===== src/rtl/pc_pkg.sv =====
// Shared types for the program sequencer: FSM states, loop/one-shot modes
// and the step-operation priority decode.
package pc_pkg;

  typedef enum logic [1:0] {
    ST_IDLE = 2'd0,
    ST_RUN  = 2'd1,
    ST_DONE = 2'd2
  } pc_state_e;

  typedef enum logic [1:0] {
    OP_INC  = 2'd0,
    OP_JMP  = 2'd1,
    OP_CALL = 2'd2,
    OP_RET  = 2'd3
  } pc_op_e;

  localparam logic MODE_LOOP    = 1'b0;
  localparam logic MODE_ONESHOT = 1'b1;

  // Return beats call beats jump; with no request the address increments.
  function automatic pc_op_e pick_op(input logic ret_en, input logic call_en,
                                     input logic jmp_en);
    pc_op_e op;
    if (ret_en) begin
      op = OP_RET;
    end else if (call_en) begin
      op = OP_CALL;
    end else if (jmp_en) begin
      op = OP_JMP;
    end else begin
      op = OP_INC;
    end
    return op;
  endfunction

endpackage


===== src/rtl/pc_stack.sv =====
// Return-address LIFO. Pushes when full and pops when empty are ignored;
// the owner decides what an overflow/underflow means.
module pc_stack
  import pc_pkg::*;
#(
  parameter int ADDR_WIDTH  = 15,
  parameter int STACK_DEPTH = 4
) (
  input  logic                  clk,
  input  logic                  rst,
  input  logic                  push,
  input  logic                  pop,
  input  logic [ADDR_WIDTH-1:0] push_data,
  output logic [ADDR_WIDTH-1:0] top,
  output logic                  full,
  output logic                  empty
);

  localparam int CNT_W = $clog2(STACK_DEPTH + 1);

  logic [CNT_W-1:0]      count_q, count_d;
  logic [ADDR_WIDTH-1:0] mem_q [STACK_DEPTH];
  logic [ADDR_WIDTH-1:0] mem_d [STACK_DEPTH];
  logic [ADDR_WIDTH-1:0] top_s;
  logic                  full_s, empty_s;

  assign full_s  = (count_q == CNT_W'(STACK_DEPTH));
  assign empty_s = (count_q == {CNT_W{1'b0}});

  // Next-state of the entry array and fill count, plus top-of-stack select.
  always_comb begin
    count_d = count_q;
    mem_d   = mem_q;
    top_s   = {ADDR_WIDTH{1'b0}};
    for (int i = 0; i < STACK_DEPTH; i++) begin
      top_s = (count_q == CNT_W'(i + 1)) ? mem_q[i] : top_s;
    end
    if (push && !full_s) begin
      for (int i = 0; i < STACK_DEPTH; i++) begin
        mem_d[i] = (count_q == CNT_W'(i)) ? push_data : mem_q[i];
      end
      count_d = count_q + CNT_W'(1);
    end else if (pop && !empty_s) begin
      count_d = count_q - CNT_W'(1);
    end else begin
      count_d = count_q;
    end
  end

  // Stack storage and fill count.
  always_ff @(posedge clk or posedge rst) begin
    if (rst) begin
      count_q <= {CNT_W{1'b0}};
      for (int i = 0; i < STACK_DEPTH; i++) begin
        mem_q[i] <= {ADDR_WIDTH{1'b0}};
      end
    end else begin
      count_q <= count_d;
      mem_q   <= mem_d;
    end
  end

  assign top   = top_s;
  assign full  = full_s;
  assign empty = empty_s;

endmodule


===== src/rtl/program_sequencer.sv =====
// Program address sequencer: steps through a program body on byte-boundary
// strobes with loop/one-shot ends, jumps, calls and returns.
module program_sequencer
  import pc_pkg::*;
#(
  parameter int ADDR_WIDTH  = 15,
  parameter int STACK_DEPTH = 4
) (
  input  logic                  clk,
  input  logic                  rst,
  input  logic                  stepTick,
  input  logic                  pcEn,
  input  logic                  mode,
  input  logic [ADDR_WIDTH-1:0] loopStart,
  input  logic [ADDR_WIDTH-1:0] loopEnd,
  input  logic                  jmpEn,
  input  logic                  callEn,
  input  logic                  retEn,
  input  logic [ADDR_WIDTH-1:0] targetAddr,
  output logic [ADDR_WIDTH-1:0] memAddr,
  output logic                  wrapPulse,
  output logic                  done,
  output logic                  stackErr
);

  localparam logic [ADDR_WIDTH-1:0] ADDR_MAX = {ADDR_WIDTH{1'b1}};

  pc_state_e             state_q, state_d;
  logic [ADDR_WIDTH-1:0] mem_addr_q, addr_d;
  logic                  wrap_pulse_q, wrap_d;
  logic                  done_q, done_d;
  logic                  stack_err_q, err_d;

  logic                  step_s;
  logic                  stk_push_s, stk_pop_s;
  logic [ADDR_WIDTH-1:0] push_data_s, stk_top_s;
  logic                  stk_full_s, stk_empty_s;

  assign step_s      = stepTick & pcEn;
  assign push_data_s = mem_addr_q + ADDR_WIDTH'(1);

  pc_stack #(
    .ADDR_WIDTH (ADDR_WIDTH),
    .STACK_DEPTH(STACK_DEPTH)
  ) u_stack (
    .clk      (clk),
    .rst      (rst),
    .push     (stk_push_s),
    .pop      (stk_pop_s),
    .push_data(push_data_s),
    .top      (stk_top_s),
    .full     (stk_full_s),
    .empty    (stk_empty_s)
  );

  // FSM next state, next address and stack requests for the current step.
  always_comb begin
    state_d    = state_q;
    addr_d     = mem_addr_q;
    wrap_d     = 1'b0;
    err_d      = stack_err_q;
    stk_push_s = 1'b0;
    stk_pop_s  = 1'b0;
    case (state_q)
      ST_IDLE: state_d = pcEn ? ST_RUN : ST_IDLE;
      ST_RUN: begin
        if (step_s) begin
          case (pick_op(retEn, callEn, jmpEn))
            OP_RET: begin
              if (stk_empty_s) begin
                err_d = 1'b1;
              end else begin
                stk_pop_s = 1'b1;
                addr_d    = stk_top_s;
              end
            end
            OP_CALL: begin
              if (stk_full_s) begin
                err_d = 1'b1;
              end else begin
                stk_push_s = 1'b1;
                addr_d     = targetAddr;
              end
            end
            OP_JMP: addr_d = targetAddr;
            OP_INC: begin
              // loopEnd takes precedence over the natural address rollover.
              if (mem_addr_q == loopEnd) begin
                if (mode == MODE_LOOP) begin
                  addr_d = loopStart;
                  wrap_d = 1'b1;
                end else begin
                  state_d = ST_DONE;
                end
              end else if (mem_addr_q == ADDR_MAX) begin
                addr_d = {ADDR_WIDTH{1'b0}};
                wrap_d = 1'b1;
              end else begin
                addr_d = push_data_s;
              end
            end
            default: addr_d = mem_addr_q;
          endcase
        end else begin
          addr_d = mem_addr_q;
        end
      end
      ST_DONE: state_d = pcEn ? ST_DONE : ST_IDLE;
      default: state_d = ST_IDLE;
    endcase
    done_d = (state_d == ST_DONE);
  end

  // Sequencer state and registered outputs.
  always_ff @(posedge clk or posedge rst) begin
    if (rst) begin
      state_q      <= ST_IDLE;
      mem_addr_q   <= {ADDR_WIDTH{1'b0}};
      wrap_pulse_q <= 1'b0;
      done_q       <= 1'b0;
      stack_err_q  <= 1'b0;
    end else begin
      state_q      <= state_d;
      mem_addr_q   <= addr_d;
      wrap_pulse_q <= wrap_d;
      done_q       <= done_d;
      stack_err_q  <= err_d;
    end
  end

  assign memAddr   = mem_addr_q;
  assign wrapPulse = wrap_pulse_q;
  assign done      = done_q;
  assign stackErr  = stack_err_q;

endmodule


===== config.mk =====
export PLATFORM = sky130hd
export DESIGN_NAME = program_sequencer
export DESIGN_NICKNAME = d
export VERILOG_FILES = /design/src/rtl/pc_pkg.sv /design/src/rtl/pc_stack.sv /design/src/rtl/program_sequencer.sv
export SDC_FILE = /design/constraint.sdc
export NUM_CORES = 1
export LEC_CHECK = 0
export ABC_AREA = 1
export CORE_ASPECT_RATIO = 0.7
export CORE_MARGIN = 2
export CORE_UTILIZATION = 55
export DETAILED_ROUTE_END_ITERATION = 6
export GPL_ROUTABILITY_DRIVEN = 1
export GPL_TIMING_DRIVEN = 0
export PLACE_DENSITY = 0.83
export SLEW_MARGIN = 15
export SYNTH_ARGS = -nofsm -noshare
export SYNTH_HDL_FRONTEND = slang
export SYNTH_HIERARCHICAL = 1
export SYNTH_SLANG_ARGS = --single-unit

===== constraint.sdc =====
create_clock -name clk -period 5.15 [get_ports clk]
set_input_delay 0.515 -clock clk [delete_from_list [all_inputs] [get_ports clk]]
set_output_delay 0.515 -clock clk [all_outputs]
set_load 0.005 [all_outputs]

Word level (Yosys, flattened, before mapping) --
Index checks and enable logic that the tools add are counted.
Storage, ports and cells: bits in registers 83, input port bits 53, output and inout port bits 18, word-level logic and storage cells 87
Cells by class: $add $sub $neg 3, equality and inequality tests 17, mux-type cells 41, bitwise operators 1, reduce and logical (&&, ||, !) cells 15
Operators by type and width (count):
- $mux 15 | 9
- $pmux 15 s4 | 1
- $mux 1 | 18
- $mux 2 | 9
- $add 15x1->15 const B | 1
- $eq 15x15->1 | 1
- $eq 15x15->1 const B | 1
- $reduce_and 5->1 | 2
- $eq 2x2->1 const B | 4
- $reduce_and 2->1 | 4
- $eq 3x2->1 const B | 2
- $mux 3 | 2
- $pmux 2 s3 | 1
- $eq 2x1->1 const B | 2
- $logic_not 2->1 | 2
- $ne 2x1->1 const B | 2
- $ne 2x2->1 const B | 2
- $reduce_bool 2->1 | 2
- $add 3x1->3 const B | 1
- $eq 3x1->1 const B | 1
- $eq 3x3->1 const B | 1
- $logic_not 3->1 | 1
- $ne 3x3->1 const B | 1
- $sub 3x1->3 const B | 1
- 4 further kinds | 6

Longest topological paths before layout --
Gate-level depths: netlist of run 1.
depth in word-level cells 12, depth in mapped cells 14

Modules after synthesis --
Netlist of run 1, hierarchy kept.
Modules (own cells, without submodules):
- pc_stack | instances 1, cells an instance 411, area each 3128.0 um2, seq. area each 1576.5 um2
- program_sequencer | instances 1, cells an instance 386, area each 2164.6 um2, seq. area each 500.5 um2

Worst setup path after synthesis of run 1 --
No wires, ideal clock.
path type register to register, from reg u_stack.count_q[0], to reg u_stack/mem_q[4] (netlist bit), setup time 127 ps, arrival time 2073 ps, setup slack 2950 ps, stages on the path, launching flop included 12, clock period less this slack 2200 ps, cell sequence dfrtp_1 > inv_1 > ha_1 > nand2_1 > inv_2 > buf_4 > or2_2 > nor2_1 > nand3_1 > buf_4 > nand2_1 > o21ai_0
Between the ends: cells in the longest elaborated chain, start to end 7, elaborated cells between the ends (all ways) 9
RTL lines:
- start: declaration | line pc_stack.sv:21 | logic [CNT_W-1:0] count_q, count_d;
- start signal: assignment | line pc_stack.sv:53 | count_q <= {CNT_W{1'b0}};
- start signal: assignment | line pc_stack.sv:58 | count_q <= count_d;
- $eq 3x3->1 | line pc_stack.sv:27 | assign full_s = (count_q == CNT_W'(STACK_DEPTH));
- named net stk_full_s | line program_sequencer.sv:37 | logic stk_full_s, stk_empty_s;
- $mux 1 | line program_sequencer.sv:78 | if (stk_full_s) begin
- $mux 1 | line program_sequencer.sv:68 | case (pick_op(retEn, callEn, jmpEn))
- $mux 1 | line program_sequencer.sv:67 | if (step_s) begin
- $mux 1 | line program_sequencer.sv:64 | case (state_q)
- named net stk_push_s | line program_sequencer.sv:35 | logic stk_push_s, stk_pop_s;
- $logic_and 1x1->1 | line pc_stack.sv:38 | if (push && !full_s) begin
- $reduce_and 2->1 (no line)
- end signal: indexed assignment | line pc_stack.sv:55 | mem_q[i] <= {ADDR_WIDTH{1'b0}};
- end signal: assignment | line pc_stack.sv:59 | mem_q <= mem_d;
- end: declaration | line pc_stack.sv:22 | logic [ADDR_WIDTH-1:0] mem_q [STACK_DEPTH];
The timed path passes the listed nets, and every way through them passes these cells. A chain may end at the register's enable or synchronous reset.

Worst setup path in the final report of run 1 --
from reg u_stack.count_q[0], to reg u_stack/mem_q[30] (netlist bit)
Same word-level chain as after synthesis.

==> results of run 1 <==
-- final cells by class --
type                    instances  area [µm²]  area share
clock buffers                  10         239      0.0372
plain buffers                  35         220      0.0343
clock inverters                 5        30.0     0.00468
well taps                     124         155      0.0242
multi-input cells             590        2660       0.415
flip-flops and latches         83        2080       0.324
inverters                      89         337      0.0524
repair buffers                 70         701       0.109
-- worst max-delay path, delay by kind of cell (launching register included) --
family	cells	cell delay (ns)
adders and majority gates	1	0.24
AOI/OAI and AO/OA	1	0.26
and+or+nand+nor	4	1.05
buffers and inverters	4	0.65
DFF	1	0.42
-- how the worst max path moves through the flow --
stage                             from           endpoint  cells after the start  slack (ns)
global placement                   rst  u_stack/mem_q[56]                      2        2.05
floorplan           u_stack/count_q[0]   u_stack/mem_q[4]                     11        2.95
CTS                 u_stack/count_q[0]  u_stack/mem_q[30]                     10        2.46
finish              u_stack/count_q[0]  u_stack/mem_q[30]                     10        2.42
global route        u_stack/count_q[0]  u_stack/mem_q[30]                     10        2.23
detailed placement              callEn  u_stack/mem_q[29]                     11        2.17
-- power by group --
part	internal [µW]	switching, µW	leakage [µW]
clock network	334	248	0.000130
registers	882	209	0.00110
logic	484	775	0.00215
total	1700	1230	0.00338
-- routing by layer --
metal	share of wire	global-route usage	up-vias
met5	0	0	-
met1	0.44	0.426	2585
met4	0.012	0.0606	0
li1	-	-	2631
met3	0.10	0.0685	29
met2	0.45	0.486	286
-- cells by family (layout without fill, tap and decap cells) --
family	Yosys count	after routing
compound gates	83	83
xor+xnor	9	9
fa+ha+maj	11	11
buf+inv	124	209
flops	83	83
simple gates	487	487
-- placed cells by master, fill, tap and decap left out, drive strengths merged --
cell | netlist | layout
nand2 | 304 | 304
nor2 | 107 | 107
inv | 89 | 89
dfrtp | 83 | 83
clkdlybuf4s50 | 0 | 70
nand3 | 63 | 63
o21ai | 62 | 62
buf | 25 | 25
clkbuf | 10 | 20
a21oi | 16 | 16
ha | 11 | 11
xor2 | 6 | 6
nand4 | 6 | 6
xnor2 | 3 | 3
clkinv | 0 | 3
nand3b | 2 | 2
o21bai | 2 | 2
nor2b | 2 | 2
clkinvlp | 0 | 2
nor3 | 2 | 2
a221oi | 1 | 1
or2 | 1 | 1
a211oi | 1 | 1
o211ai | 1 | 1
-- state kept, by name, indices dropped and copies added, names as in the netlist --
name	flops
memAddr	15
state_q	2
u_stack/mem_q	60
wrapPulse	1
done	1
u_stack/count_q	3
stackErr	1
-- stage by stage --
stage                     instances  setup WS (ns)  utilization  total power, µW
after detailed placement        991           2.17        0.667             2320
final                          1006           2.42        0.697             2930
after global routing           1006           2.23        0.697             3160
after global placement          991           2.05        0.667             2250
after CTS                      1006           2.46        0.697             2910
after floorplan                 797           2.95            -             1880
==> flow_summary.toml, run 1 <==
[outcome]
status = "complete, no violations"

[timing]
hold_ws_ns = 0.489
rsz0062_at_grt = "no"
fin_setup_tns_ns = 0
finalCriticalPeriod_ns = 2.73
slew_headroom = 0.437
final-max-slew-violation-count = 0
period_share = 0.531
worst_slew_pin_slew_ns = 0.843
setup-violations-final = 0
finalHoldViolCount = 0
clock_skew_ns = 0.00496
fmax_mhz = 366

[place]
routabilityCongestion = 0.925
placed_area_mm2 = 0.00615
hpwl_um = 11600
port_buffers = 70

[min_path]
worstHoldPathType = "register to register"
min-delay-start = "u_stack/mem_q[20]"
hold_depth = 2
whs_endpoint = "u_stack/mem_q[20]"

[logic_synthesis]
yosysUniqueCellTypes = 32
synth-xor-area-share = 0.0149
synth_top_cell_by_area = "dfrtp_1"
muxShareOfSynthArea = 0
ys_ff_latch = 83
synth_top_family_by_area = "simple AND/OR/NAND/NOR gates"
synthCells = 797
synth_area_leaders = "dfrtp_1 39%, nand2_1 21%, nor2_1 7.2%"
synth_edf_count = 0
synth_compound_area_frac = 0.0811
synthAdderAreaFrac = 0.0260
ys.flop_type = "dfrtp_1"
synth_top_area_frac = 0.392
yosysWarnings = 6
yosysMostFrequentCell = "nand2_1"
syn_area_mm2 = 0.00529
yosys.area_share.simple = 0.381
synth_common_cells = "298 x nand2_1, 101 x nor2_1, 83 x dfrtp_1"
synth-async-reset-ratio = 1.00
syn-mean-instance-area_um2 = 6.64
yosysSeqAreaShare = 0.392
syn-num-nets = 861

[power_and_ir_drop]
powerDensity_mw_per_mm2 = 457
power.leakage_uw = 0.00338
peakVddDrop_uv = 241

[worst_setup_path]
critPathMaxStageDelay_ns = 0.42
reg2regPathDepth = 10
cp_max_fo = 11
worstPathArrival_ns = 2.97
worst-endpoint-required_ns = 5.39
worstPathCellList = "inv_1 -> ha_1 -> nand2_1 -> inv_2 -> buf_4 -> or2_2 -> nor2_1 -> nand2_1 -> clkbuf_1 -> o21ai_0"
cp_common_cell = "nand2_1"
rrSetupSlack_ns = 2.42
r2r_end = "u_stack/mem_q[30]"
crit_path_start_kind = "register"
timing.rr.start = "u_stack/count_q[0]"
path_class = "register to register"
endpoint_kind = "register"
slowest_stage = "dfrtp_1"

[cts]
post_cts_buffers = 0
cts_resized = 0
clk_pin_slew_ns = 0.06
h-tree-depth = 3
cts_sinks = 83
root_buffer = "clkbuf_16"
cts_made_buffers = 9
cts_tree = "done"
insertion_delay_ns = 0.33
postCtsHoldBufs = 0
clockBufferDepth = 2

[drt]
post-route-drc-count = 0
wl_per_cell_um = 15.0
firstDrtPassIters = 6
ant_nets = 0
viasPerCell = 5.50
vias = 5531
routed_wirelength_um = 15100
drt_first_iter_violations = 692

[finish]
diodes = 0
fill_cells = 779
area_delta_synth_final_pct = 21.3
fin_nets = 942
fin_area_mm2 = 0.00642
final_layout_size_suffix_gt1_frac = 0.0714

[floorplanning]
pin_count = 71
die_w_um = 121
rows = 29
start_util = 0.574
die_h_um = 86.1
dieArea_mm2 = 0.0104
core_mm2 = 0.00922

[global_route]
overflow = 0
grt_max_degree = 64
grt_pass1_vias = 5240
grt_pass1_wl_um = 24900
antenna_found_initial = 0
grt.total_usage = 0.303

[job]
cap_violations = 0
Power figures use the tool's default switching activity.
==> inputs of run 2 (changes only) <==
--- a/config.mk
+++ b/config.mk
@@ -8,11 +8,11 @@
 export ABC_AREA = 1
 export CORE_ASPECT_RATIO = 0.7
 export CORE_MARGIN = 2
-export CORE_UTILIZATION = 55
+export CORE_UTILIZATION = 50
 export DETAILED_ROUTE_END_ITERATION = 6
 export GPL_ROUTABILITY_DRIVEN = 1
 export GPL_TIMING_DRIVEN = 0
-export PLACE_DENSITY = 0.83
+export PLACE_DENSITY = 0.8
 export SLEW_MARGIN = 15
 export SYNTH_ARGS = -nofsm -noshare
 export SYNTH_HDL_FRONTEND = slang
==> constraint.sdc (replaced) <==
create_clock -name clk -period 2.4 [get_ports clk]
set_input_delay 0.24 -clock clk [delete_from_list [all_inputs] [get_ports clk]]
set_output_delay 0.24 -clock clk [all_outputs]
set_load 0.005 [all_outputs]
==> run 2 against run 1 <==
  * Combinational power is 110% higher
  * Final cell count is 1.1% higher
  * Largest cell class unchanged
  * Utilization is 6.2 points lower
  * Critical path type unchanged
  * Clock power grew to 2.6 times the previous value
  * Sequential share of layout area is 0.62 points lower
  * Critical endpoint is now u_stack/mem_q[17]
  * First-iteration DRC count is 20% lower
  * Register-to-register slack worse by 2.3 ns
  * Setup slack worse by 2.3 ns
  * Fmax is 20% higher
  * Via count is 3.4% lower
  * Routed wire length is 3.1% lower
  * Global-route usage is 3.7 points lower
==> flow_summary.toml, run 2 (synthesized netlist as in run 1, its figures left out) <==
[worst_setup_path]
reg2regPathDepth = 11
worst-endpoint-required_ns = 2.61
cp_common_cell = "buf_4"
crit_start = "u_stack/count_q[1]"
critPathMaxStageDelay_ns = 0.39
endpoint_kind = "register"
rrSetupSlack_ns = 0.12
slowest_stage = "dfrtp_1"
path_class = "register to register"
cp_max_fo = 11
r2r_end = "u_stack/mem_q[17]"
worstPathCellList = "inv_1 -> ha_1 -> nand2_2 -> inv_2 -> buf_4 -> or2_2 -> nor2_4 -> nand3_1 -> buf_4 -> nand2_1 -> o21ai_0"
worstPathArrival_ns = 2.49
endpoint = "u_stack/mem_q[17]"
timing.rr.start = "u_stack/count_q[1]"
crit_path_start_kind = "register"

[global_route]
overflow = 0
grt_max_degree = 59
grt_pass1_wl_um = 24300
grt_pass1_vias = 5034
antenna_found_initial = 0
grt.total_usage = 0.266

[min_path]
worstHoldPathType = "input pin to async pin"

[cts]
cts_tree = "done"
insertion_delay_ns = 0.34
cts_sinks = 83
cts_made_buffers = 9
root_buffer = "clkbuf_16"
clockBufferDepth = 2
h-tree-depth = 3
clk_pin_slew_ns = 0.06
postCtsHoldBufs = 0

[drt]
routed_wirelength_um = 14600
vias = 5342
wl_per_cell_um = 14.4
ant_nets = 0
drt_first_iter_violations = 554
firstDrtPassIters = 5
post-route-drc-count = 0
viasPerCell = 5.25

[timing]
fmax_mhz = 439
finalHoldViolCount = 0
final-max-slew-violation-count = 0
slew_headroom = 0.437
fin_setup_tns_ns = 0
worst_slew_pin_slew_ns = 0.844
finalCriticalPeriod_ns = 2.28
setup-violations-final = 0
clock_skew_ns = 0.00877
period_share = 0.949

[place]
routabilityCongestion = 0.878
hpwl_um = 11200
placed_area_mm2 = 0.00619
port_buffers = 70

[floorplanning]
core_mm2 = 0.0103
start_util = 0.513
die_h_um = 90.1
rows = 31
die_w_um = 127
dieArea_mm2 = 0.0114
pin_count = 71

[finish]
regMostFlops = "u_stack/mem_q"
final_layout_size_suffix_gt1_frac = 0.0825
diodes = 0
final_cell_mix = "297 x nand2_1, 100 x nor2_1, 83 x dfrtp_1"
fill_cells = 969
final_common_cell = "nand2_1"
fin_nets = 944
area_delta_synth_final_pct = 23.7
largest_reg_flops = 60
fin_area_mm2 = 0.00655

[power_and_ir_drop]
p_sw_frac = 0.404
peakVddDrop_uv = 643
power.leakage_uw = 0.00344
internal_power_uw = 3890
clockPowerShare = 0.232
powerDensity_mw_per_mm2 = 998
pwr-share-comb = 0.410
p_sw_uw = 2640
pwr-share-seq = 0.359

[job]
cap_violations = 0

[outcome]
status = "complete, no violations"
run 2: repair_timing:
action / 4_1_cts / 5_1_grt
resized for setup: 2 / 15
pin swaps: 0 / 1
setup buffers: 0 / 1
setup endpoints to repair: 63 / 73
run 2: power by group through the flow:
stage	clock network (µW)	logic, µW	registers, µW
floorplan	0	1800	2240
global placement	0	2540	2330
detailed placement	0	2600	2350
CTS	1520	2630	2330
global route	1580	3060	2400
finish	1510	2670	2340
run 2: area by class of cell:
type                       count  area [µm²]  share of cell area
multi-input combinational    590        2670               0.408
clock buffer                  10         239              0.0365
clock inverter                 6        88.8              0.0136
sequential                    83        2080               0.317
timing repair buffer          72         736               0.112
buffer                        35         231              0.0354
inverter                      89         337              0.0514
tap                          132         165              0.0252
run 2: worst max-delay path: cells and delay by family (launching register included):
family | cells | cell delay, ns
adder cells (fa/ha/maj) | 1 | 0.22
AND/OR/NAND/NOR | 5 | 0.87
flip-flops | 1 | 0.39
AO/OA/AOI/OAI | 1 | 0.08
buffers and inverters | 4 | 0.57
run 2: how the worst min path moves through the flow:
stage                           start                  to  slack (ns)  cells past startpoint
global route                      rst  u_stack/count_q[1]        0.18                      2
detailed placement           stackErr            stackErr        0.47                      1
finish                            rst  u_stack/count_q[1]        0.15                      2
CTS                               rst  u_stack/count_q[0]        0.15                      2
floorplan                         rst                done        0.20                      1
global placement    u_stack/mem_q[12]   u_stack/mem_q[12]        0.46                      2
run 2: metal layers:
metal	vias to the layer above	global-route usage	wire length, µm
met5	-	0	0
met2	209	0.397	6120
met3	20	0.0548	1260
li1	2634	-	-
met1	2479	0.403	7090
met4	0	0.0504	127
run 2: through the flow:
step	hold WS, ns	std cells	power [µW]	util	setup WS [ns]
5_1_grt	0.178	1017	7040	0.634	-0.00870
6_report	0.149	1017	6530	0.634	0.122
2_1_floorplan	0.204	797	4040	-	0.200
4_1_cts	0.148	1016	6480	0.632	0.0360
3_5_place_dp	0.469	1000	4950	0.600	-0.233
3_3_place_gp	0.465	999	4860	0.597	-0.555
==> inputs of run 3 (changes only) <==
--- a/config.mk
+++ b/config.mk
@@ -8,11 +8,11 @@
 export ABC_AREA = 1
 export CORE_ASPECT_RATIO = 0.7
 export CORE_MARGIN = 2
-export CORE_UTILIZATION = 50
+export CORE_UTILIZATION = 55
 export DETAILED_ROUTE_END_ITERATION = 6
 export GPL_ROUTABILITY_DRIVEN = 1
 export GPL_TIMING_DRIVEN = 0
-export PLACE_DENSITY = 0.8
+export PLACE_DENSITY = 0.83
 export SLEW_MARGIN = 15
 export SYNTH_ARGS = -nofsm -noshare
 export SYNTH_HDL_FRONTEND = slang
==> constraint.sdc (replaced) <==
create_clock -name clk -period 2.7 [get_ports clk]
set_input_delay 0.27 -clock clk [delete_from_list [all_inputs] [get_ports clk]]
set_output_delay 0.27 -clock clk [all_outputs]
set_load 0.005 [all_outputs]
==> run 3 against run 2 <==
  * Non-clock buffer count is 2 lower
  * Final area down 1.8%
  * Utilization up 6.3 points
  * Routed wire length increased by 3.6%
  * First-iteration DRC count up 15%
  * Global-route usage grew 3.7 points
  * Via count rose by 3.6%
  * Count of clock-buffer cells in the layout unchanged
  * Sequential cell count did not move
  * Combinational power shrank 9.7%
  * Setup slack better by 0.069 ns
  * Critical endpoint is now u_stack/mem_q[29]
  * Largest cell class unchanged
==> flow_summary.toml, run 3 (synthesized netlist as in run 1, its figures left out) <==
[timing]
fmax_mhz = 399
rsz0062_at_grt = "no"
slew_headroom = 0.410
finalCriticalPeriod_ns = 2.51
hold_ws_ns = 0.457
period_share = 0.929
finalHoldViolCount = 0
final-max-slew-violation-count = 0
setup-violations-final = 0
fin_setup_tns_ns = 0
clock_skew_ns = 0.00688
worst_slew_pin_slew_ns = 0.884

[power_and_ir_drop]
p_sw_uw = 2360
peakVddDrop_uv = 463
power.leakage_uw = 0.00338
clockPowerShare = 0.199
pwr-share-seq = 0.371
p_sw_frac = 0.421
pwr-share-comb = 0.430
internal_power_uw = 3240
powerDensity_mw_per_mm2 = 871

[place]
routabilityCongestion = 0.925
port_buffers = 70
placed_area_mm2 = 0.00615
hpwl_um = 11600

[worst_setup_path]
cp_max_fo = 11
worst-endpoint-required_ns = 2.91
path_class = "register to register"
crit_path_start_kind = "register"
worstPathArrival_ns = 2.72
endpoint_kind = "register"

[floorplanning]
core_mm2 = 0.00922
die_h_um = 86.1
die_w_um = 121
pin_count = 71
start_util = 0.574
dieArea_mm2 = 0.0104
rows = 29

[finish]
post-route-util = 0.697
largest_reg_flops = 60
regMostFlops = "u_stack/mem_q"
final_layout_size_suffix_gt1_frac = 0.0726
area_delta_synth_final_pct = 21.4
final_cell_mix = "298 x nand2_1, 100 x nor2_1, 83 x dfrtp_1"
fin_area_mm2 = 0.00643
diodes = 0
final_common_cell = "nand2_1"
fin_nets = 942

[cts]
postCtsHoldBufs = 0
cts_sinks = 83
clockBufferDepth = 2
cts_resized = 0
clk_pin_slew_ns = 0.06
root_buffer = "clkbuf_16"
cts_made_buffers = 9
insertion_delay_ns = 0.34
post_cts_buffers = 0
h-tree-depth = 3
cts_tree = "done"

[drt]
firstDrtPassIters = 5
post-route-drc-count = 0
ant_nets = 0
routed_wirelength_um = 15100
wl_per_cell_um = 15.0
vias = 5533
drt_first_iter_violations = 638
viasPerCell = 5.50

[min_path]
worstHoldPathType = "input pin to async pin"

[global_route]
grt.total_usage = 0.303
antenna_found_initial = 0
grt_pass1_wl_um = 24900
overflow = 0
grt_pass1_vias = 5240
grt_max_degree = 64

[outcome]
status = "complete, no violations"

[job]
cap_violations = 0
==> run 3: changes by cell type in the layout (fill, tap and decap cells not counted) <==
cell,change
clkbuf_1,+5
clkbuf_2,-5
buf_4,-3
buf_2,+2
bufinv_16,-2
clkinv_2,+2
buf_16,-1
clkinv_4,-1
nand2_1,+1
nand2_2,-1
==> run 3: worst paths after layout <==
| path | to | start | cells after the start | slack [ns] |
|---|---|---|---|---|
| max | u_stack/mem_q[29] | u_stack/count_q[0] | 11 | 0.19 |
| min | u_stack/mem_q[2] | rst | 2 | 0.46 |
| max reg2reg | u_stack/mem_q[29] | u_stack/count_q[0] | 11 | 0.19 |
| min reg2reg | u_stack/mem_q[7] | u_stack/mem_q[7] | 2 | 0.49 |
| min in group clk | u_stack/mem_q[7] | u_stack/mem_q[7] | 2 | 0.49 |
| max in group asynchronous | memAddr[5] | rst | 2 | 1.63 |
==> run 3: critical path, stage by stage, from the launching register on <==
cell and delay [ns]:
dfrtp_1 0.41, inv_1 0.11, ha_1 0.24, nand2_1 0.19, inv_2 0.09, buf_4 0.18
or2_2 0.34, nor2_4 0.21, nand3_1 0.17, buf_2 0.25, nand2_1 0.09, o21ai_0 0.09
==> run 3: cell type report <==
type	count	area, µm²
Multi-Input combinational cell	590	2670
Clock buffer	10	239
Buffer	35	220
Inverter	89	337
Sequential cell	83	2080
Clock inverter	5	30.0
Fill cell	779	2790
Tap cell	124	155
Timing Repair Buffer	70	701
==> run 3: stage by stage <==
step	worst slack, ns	total power [µW]	std cells
after detailed placement	-0.0303	4420	991
after global placement	-0.157	4290	991
final	0.191	5600	1006
after floorplan	0.500	3590	797
after global routing	0.0642	6040	1006
after CTS	0.0114	5560	1006
==> run 3: power by group through the flow <==
stage,Sequential [µW],Clock [µW],Combinational (µW)
global route,2130,1190,2720
global placement,2050,0,2240
floorplan,1990,0,1600
finish,2080,1110,2410
detailed placement,2080,0,2340
CTS,2070,1120,2370
==> run 3: metal layers <==
layer / track usage / share of wire / vias to the layer above
met4: 0.0606 / 0.011 / 0
li1: - / - / 2624
met5: 0 / 0 / -
met1: 0.426 / 0.44 / 2608
met3: 0.0685 / 0.10 / 20
met2: 0.486 / 0.45 / 281
